[src/rtl/head_and_tail_add.sv]
`default_nettype none
// ============================================================================
// Module   : head_and_tail_add
// Purpose  : GMII receive framer. Strips preamble/SFD (and, optionally, the
//            4-byte FCS) from an i_clk-domain GMII RX stream and emits frame
//            bytes as 9-bit words, bit 8 marking the head and the tail byte.
// Options  : HEAD_AND_TAIL_ADD_FCS_STRIP_EN - when defined, the last four
//            bytes of every frame (FCS) are held back and never emitted.
// Revision : 1.0 - initial release
// ============================================================================
module head_and_tail_add #(
    parameter int MAX_FRAME_LEN = 2047
) (
    input  logic       i_clk,
    input  logic       i_rst_n,
    input  logic [7:0] iv_gmii_rxd,
    input  logic       i_gmii_rx_dv,
    input  logic       i_gmii_rx_er,
    output logic [8:0] ov_data,
    output logic       o_data_wr,
    output logic       o_pkt_pulse,
    output logic       o_pkt_error_pulse
);

    // ------------------------------------------------------------------------
    // Delay-line depth: one byte of look-ahead is always needed so the tail
    // can be marked when dv falls; FCS stripping adds four more bytes that
    // are still in the line when the frame ends and are simply dropped.
    // ------------------------------------------------------------------------
`ifdef HEAD_AND_TAIL_ADD_FCS_STRIP_EN
    localparam int FCS_LEN = 4;
`else
    localparam int FCS_LEN = 0;
`endif
    localparam int          DEPTH    = 1 + FCS_LEN;
    localparam int          LINE_W   = 8 * DEPTH;
    localparam logic [10:0] DEPTH_N  = 11'(DEPTH);
    localparam logic [10:0] MAX_N    = 11'(MAX_FRAME_LEN);
    localparam logic [7:0]  PRE_BYTE = 8'h55;
    localparam logic [7:0]  SFD_BYTE = 8'hD5;

    typedef enum logic [1:0] {
        ST_IDLE    = 2'd0,
        ST_PRE     = 2'd1,
        ST_DATA    = 2'd2,
        ST_DISCARD = 2'd3
    } state_t;

    state_t            state_q;
    logic [10:0]       cnt_q;       // bytes received since SFD
    logic [LINE_W-1:0] line_q;      // newest byte in [7:0], oldest at the top
    logic [LINE_W-1:0] line_d;      // line after pushing the current byte
    logic              dv_prev_q;   // dv one cycle ago; forced high by reset

    logic [7:0]        w_oldest;    // byte index cnt_q-DEPTH once cnt_q >= DEPTH
    logic              w_line_full; // a byte is ready to leave the line
    logic              w_clean_end; // dv fell without an error
    logic              w_abort;     // rx_er or oversize while in DATA
    logic              w_new_burst; // dv rose since last cycle

    // ------------------------------------------------------------------------
    // Shift path of the delay line. A depth of one is just a holding register
    // and has no lower bytes to carry forward.
    // ------------------------------------------------------------------------
    generate
        if (DEPTH == 1) begin : g_line_single
            assign line_d = iv_gmii_rxd;
        end else begin : g_line_multi
            assign line_d = {line_q[LINE_W-9:0], iv_gmii_rxd};
        end
    endgenerate

    assign w_oldest    = line_q[LINE_W-1 -: 8];
    assign w_line_full = (cnt_q >= DEPTH_N);
    assign w_clean_end = !i_gmii_rx_dv && !i_gmii_rx_er;
    // Byte MAX_FRAME_LEN (zero-based) would push the count past the limit.
    assign w_abort     = i_gmii_rx_er || (cnt_q == MAX_N);
    // dv_prev_q resets high so that a burst already in flight when reset is
    // released never looks like a fresh preamble.
    assign w_new_burst = i_gmii_rx_dv && !dv_prev_q;

    // Receive state machine, delay line, byte counter and registered outputs.
    always_ff @(posedge i_clk or negedge i_rst_n) begin
        if (!i_rst_n) begin
            state_q           <= ST_IDLE;
            cnt_q             <= 11'd0;
            line_q            <= '0;
            dv_prev_q         <= 1'b1;
            ov_data           <= 9'h000;
            o_data_wr         <= 1'b0;
            o_pkt_pulse       <= 1'b0;
            o_pkt_error_pulse <= 1'b0;
        end else begin
            dv_prev_q         <= i_gmii_rx_dv;
            o_data_wr         <= 1'b0;
            o_pkt_pulse       <= 1'b0;
            o_pkt_error_pulse <= 1'b0;

            case (state_q)
                // Wait for the first byte of a burst and classify it.
                ST_IDLE: begin
                    cnt_q <= 11'd0;
                    if (i_gmii_rx_dv) begin
                        if (!w_new_burst) begin
                            // Tail end of a burst that began before reset.
                            state_q <= ST_DISCARD;
                        end else if (i_gmii_rx_er) begin
                            state_q           <= ST_DISCARD;
                            o_pkt_error_pulse <= 1'b1;
                        end else if (iv_gmii_rxd == PRE_BYTE) begin
                            state_q <= ST_PRE;
                        end else if (iv_gmii_rxd == SFD_BYTE) begin
                            // Short preamble: SFD as the very first byte.
                            state_q <= ST_DATA;
                        end else begin
                            state_q           <= ST_DISCARD;
                            o_pkt_error_pulse <= 1'b1;
                        end
                    end
                end

                // Inside the preamble: more 0x55, then SFD.
                ST_PRE: begin
                    cnt_q <= 11'd0;
                    if (!i_gmii_rx_dv) begin
                        state_q           <= ST_IDLE;
                        o_pkt_error_pulse <= 1'b1;
                    end else if (i_gmii_rx_er) begin
                        state_q           <= ST_DISCARD;
                        o_pkt_error_pulse <= 1'b1;
                    end else if (iv_gmii_rxd == SFD_BYTE) begin
                        state_q <= ST_DATA;
                    end else if (iv_gmii_rxd != PRE_BYTE) begin
                        state_q           <= ST_DISCARD;
                        o_pkt_error_pulse <= 1'b1;
                    end
                end

                // Frame body: push bytes, emit the one falling out of the
                // line, and close the frame on dv low, rx_er or oversize.
                ST_DATA: begin
                    if (w_clean_end) begin
                        // Normal end: the oldest held byte is the tail.
                        if (w_line_full) begin
                            ov_data     <= {1'b1, w_oldest};
                            o_data_wr   <= 1'b1;
                            o_pkt_pulse <= 1'b1;
                        end else begin
                            o_pkt_error_pulse <= 1'b1;  // runt
                        end
                        cnt_q   <= 11'd0;
                        state_q <= ST_IDLE;
                    end else if (w_abort) begin
                        // Close what was already headed, but flag it bad.
                        if (w_line_full) begin
                            ov_data   <= {1'b1, w_oldest};
                            o_data_wr <= 1'b1;
                        end
                        o_pkt_error_pulse <= 1'b1;
                        cnt_q             <= 11'd0;
                        state_q           <= i_gmii_rx_dv ? ST_DISCARD : ST_IDLE;
                    end else begin
                        if (w_line_full) begin
                            // Byte index 0 leaves exactly when cnt_q == DEPTH.
                            ov_data   <= {(cnt_q == DEPTH_N), w_oldest};
                            o_data_wr <= 1'b1;
                        end
                        line_q <= line_d;
                        cnt_q  <= cnt_q + 11'd1;
                    end
                end

                // Drop everything until the carrier goes away.
                ST_DISCARD: begin
                    cnt_q <= 11'd0;
                    if (!i_gmii_rx_dv) begin
                        state_q <= ST_IDLE;
                    end
                end

                default: begin
                    cnt_q   <= 11'd0;
                    state_q <= ST_IDLE;
                end
            endcase
        end
    end

endmodule
`default_nettype wire
[config.mk]
export PLATFORM = sky130hd
export DESIGN_NAME = head_and_tail_add
export DESIGN_NICKNAME = d
export VERILOG_FILES = /design/src/rtl/head_and_tail_add.sv
export SDC_FILE = /design/constraint.sdc
export NUM_CORES = 1
export LEC_CHECK = 0
export ABC_AREA = 1
export BUFFER_PORTS_ARGS = -buffer_cell sky130_fd_sc_hd__buf_2
export CAP_MARGIN = 0
export CELL_PAD_IN_SITES_DETAIL_PLACEMENT = 0
export CELL_PAD_IN_SITES_GLOBAL_PLACEMENT = 1
export CORE_AREA = 2 2 72 74
export CTS_CLUSTER_SIZE = 16
export DETAILED_ROUTE_END_ITERATION = 8
export DIE_AREA = 0 0 74 76
export PLACE_DENSITY = 0.64
export SLEW_MARGIN = 20
export SYNTH_ARGS = -nofsm -noshare
export SYNTH_HDL_FRONTEND = slang
export SYNTH_SLANG_ARGS = --single-unit
export TNS_END_PERCENT = 30
[constraint.sdc]
create_clock -name i_clk -period 1.74 [get_ports i_clk]
set_input_delay 0.174 -clock i_clk [delete_from_list [all_inputs] [get_ports i_clk]]
set_output_delay 0.174 -clock i_clk [all_outputs]
set_load 0.01 [all_outputs]
==> impl_metrics.toml <==
[placement]
place.gp.congestion = 0.777
placedCellCount = 295
dpl.hpwl_mm = 2.52
dpl_cell_area_sq_um = 1860
io_buffers = 23

[sta]
finalCritPeriodShare_pct = 87.8
hold_viol = 0
setup_viol = 0
fin_setup_tns_ns = 0
slew_violations = 0
relSlewSlack_pct = 70.6
finalClockSkew_ns = 0.00660
post-route-min-period_ns = 1.53
fmax_mhz = 655
rsz0062_at_grt = "false"
tightest_slew_ns = 0.441
whs_ns = 0.0513

[route]
drt-total-wl_mm = 3.39
vias_per_cell = 4.31
ant_nets = 0
drt_iter0_markers = 73
route.detailed.drc = 0
wl_per_cell_microns = 11.2
firstDrtPassIters = 4
via_count = 1309

[worst_setup_path]
worstPathArrival_ns = 1.74
worst-setup-path-type = "register to register"
critical_path_buf_inv_count = 1
critPathMaxStageDelay_ns = 0.41
critPathMaxFanout = 11
reg2reg_slack_ns = 0.21
slowest_stage = "dfrtp_1"
r2r_start = "cnt_q[0]$_DFF_PN0_"
ff2ff_path_depth = 8
cp_data_required_time_ns = 1.96
cp-startpoint = "cnt_q[0]$_DFF_PN0_"
cp_top_family = "simple AND/OR/NAND/NOR gates"
r2r_end = "line_q[7]$_DFFE_PN0N_"
crit_chain = "ha_1 -> nand2_2 -> nor2_4 -> nand3_2 -> nand3_4 -> buf_4 -> nor2_1 -> a21oi_1"
cp-start-kind = "register"
endpoint_kind = "register"

[yosys]
yosysSeqAreaShare_pct = 51.5
avgSynthCellArea_sq_um = 8.24
synth-edff-count = 0
synth_top_cell_by_area = "dfrtp_1"
yosysWarnings = 0
yosysTopAreaCellShare_pct = 49.9
synth_common_cells = "nand2_1, dfrtp_1, nor2_1, inv_1, nand3_1"
ys_ff_latch = 34
synth.most_common_cell = "nand2_1"
synth_cells = 201
async_reset_ff_share_pct = 100
yosysUniqueCellTypes = 25
synth-main-ff-cell = "dfrtp_1"
synth.area.top_cells = "dfrtp_1, nand2_1, nor2_1"
syn_area_sq_um = 1660
syn_nets = 215

[clock_network]
tritoncts = "built"
cts_sinks = 34
root_buffer = "clkbuf_8"
cts_max_path_buffers = 2
htree_levels = 2
clkTransAtPathRegs_ns = 0.07
numCtsBuffers = 5
clock_latency_ns = 0.28

[grt]
grtUsageTotal_pct = 13.7
grt_overflow_total = 0
grt_first_pass_wirelength_mm = 5.87
grt_max_degree = 35
grt_pass1_vias = 1281
antenna_found_initial = 0

[power_and_ir_drop]
powerDensity_nw_per_um2 = 1280
leakagePower_nw = 1.02
total_power_mw = 2.55
ir_drop_mv = 0.528

[status]
status = "finished clean"

[worst_hold_path]
holdPathStages = 1
hold_path.class = "primary input to register"
hp-start = "i_gmii_rx_dv"
holdPathEnd = "dv_prev_q$_DFF_PN1_"

[cells_and_area]
fin_nets = 247
fin_cells = 304
area_delta_synth_final_pct = 20.0
antenna_cells = 0
drive_above_1_share_pct = 20.5
final_area_sq_um = 1990
nFillCells = 505
multi_input_area_sq_um = 689
regArea_sq_um = 852

[floorplan]
start_util_pct = 33.7
die_h_microns = 76
die_w_microns = 74
die_area_sq_um = 5620
io_pins = 24
core_sq_um = 4910
rows = 26

[run]
maxCapViolCount = 0
## metrics by stage
stage          utilization, %  worst slack, ns
3_3_place_gp             37.9            0.206
5_1_grt                  40.4          0.00884
2_1_floorplan               -            0.382
3_5_place_dp             37.9            0.126
6_report                 40.4            0.213
4_1_cts                  40.3            0.123
## timing repair
item | in CTS | in global routing
hold buffers | 1 | 0
buffers inserted | 0 | 0
setup endpoints to repair | 0 | 3
gates resized for setup | 0 | 1
hold endpoints to repair | 33 | 0
## power breakdown
part / switching (mW) / internal (mW) / total, mW
Sequential: 0.118 / 1.01 / 1.12
Clock: 0.294 / 0.421 / 0.716
Combinational: 0.428 / 0.279 / 0.707
## metal layers
metal	global-route usage [%]	up-vias	routed length, microns
met5	0	-	0
met4	5.45	0	62
met3	3.70	7	157
met2	20.2	25	1430
met1	18.9	587	1740
li1	-	690	-
## sequential cells by signal (all words and copies together) (netlist names)
name               flops
cnt_q                 11
ov_data                9
line_q                 8
state_q                2
dv_prev_q              1
o_data_wr              1
o_pkt_error_pulse      1
o_pkt_pulse            1
## how the worst max path moves through the flow
stage / end / slack [ns] / depth (start not counted)
floorplan: line_q[3]$_DFFE_PN0N_ / 0.38 / 8
global placement: cnt_q[3]$_DFF_PN0_ / 0.21 / 7
detailed placement: cnt_q[5]$_DFF_PN0_ / 0.13 / 7
CTS: line_q[7]$_DFFE_PN0N_ / 0.12 / 8
global route: line_q[7]$_DFFE_PN0N_ / 0.009 / 8
finish: line_q[7]$_DFFE_PN0N_ / 0.21 / 8
## logic make-up after synthesis
logic type               synth area share, %
flip-flops                              51.5
AO/OA/AOI/OAI                           5.14
AND/OR/NAND/NOR                         31.9
XOR/XNOR                                2.65
adder cells (fa/ha/maj)                 1.51
buffers and inverters                   7.33
## final cells by class
type                            instances  area share [%]
Timing Repair Buffer                   29            8.19
Clock buffer                            5            3.46
Clock inverter                          3            2.02
Tap cell                               70            4.41
Multi-Input combinational cell        140            34.7
Inverter                               23            4.35
Sequential cell                        34            42.9
## placed cells by master, fill, tap and decap left out, drive strengths merged, types with 4 or more instances in the layout
master / netlist / layout
a21oi: 6 / 6
buf: 4 / 28
clkbuf: 0 / 5
dfrtp: 33 / 33
inv: 23 / 23
nand2: 57 / 57
nand3: 15 / 15
nor2: 36 / 36
o21ai: 8 / 8
xor2: 4 / 4
Power figures use the tool's default switching activity.
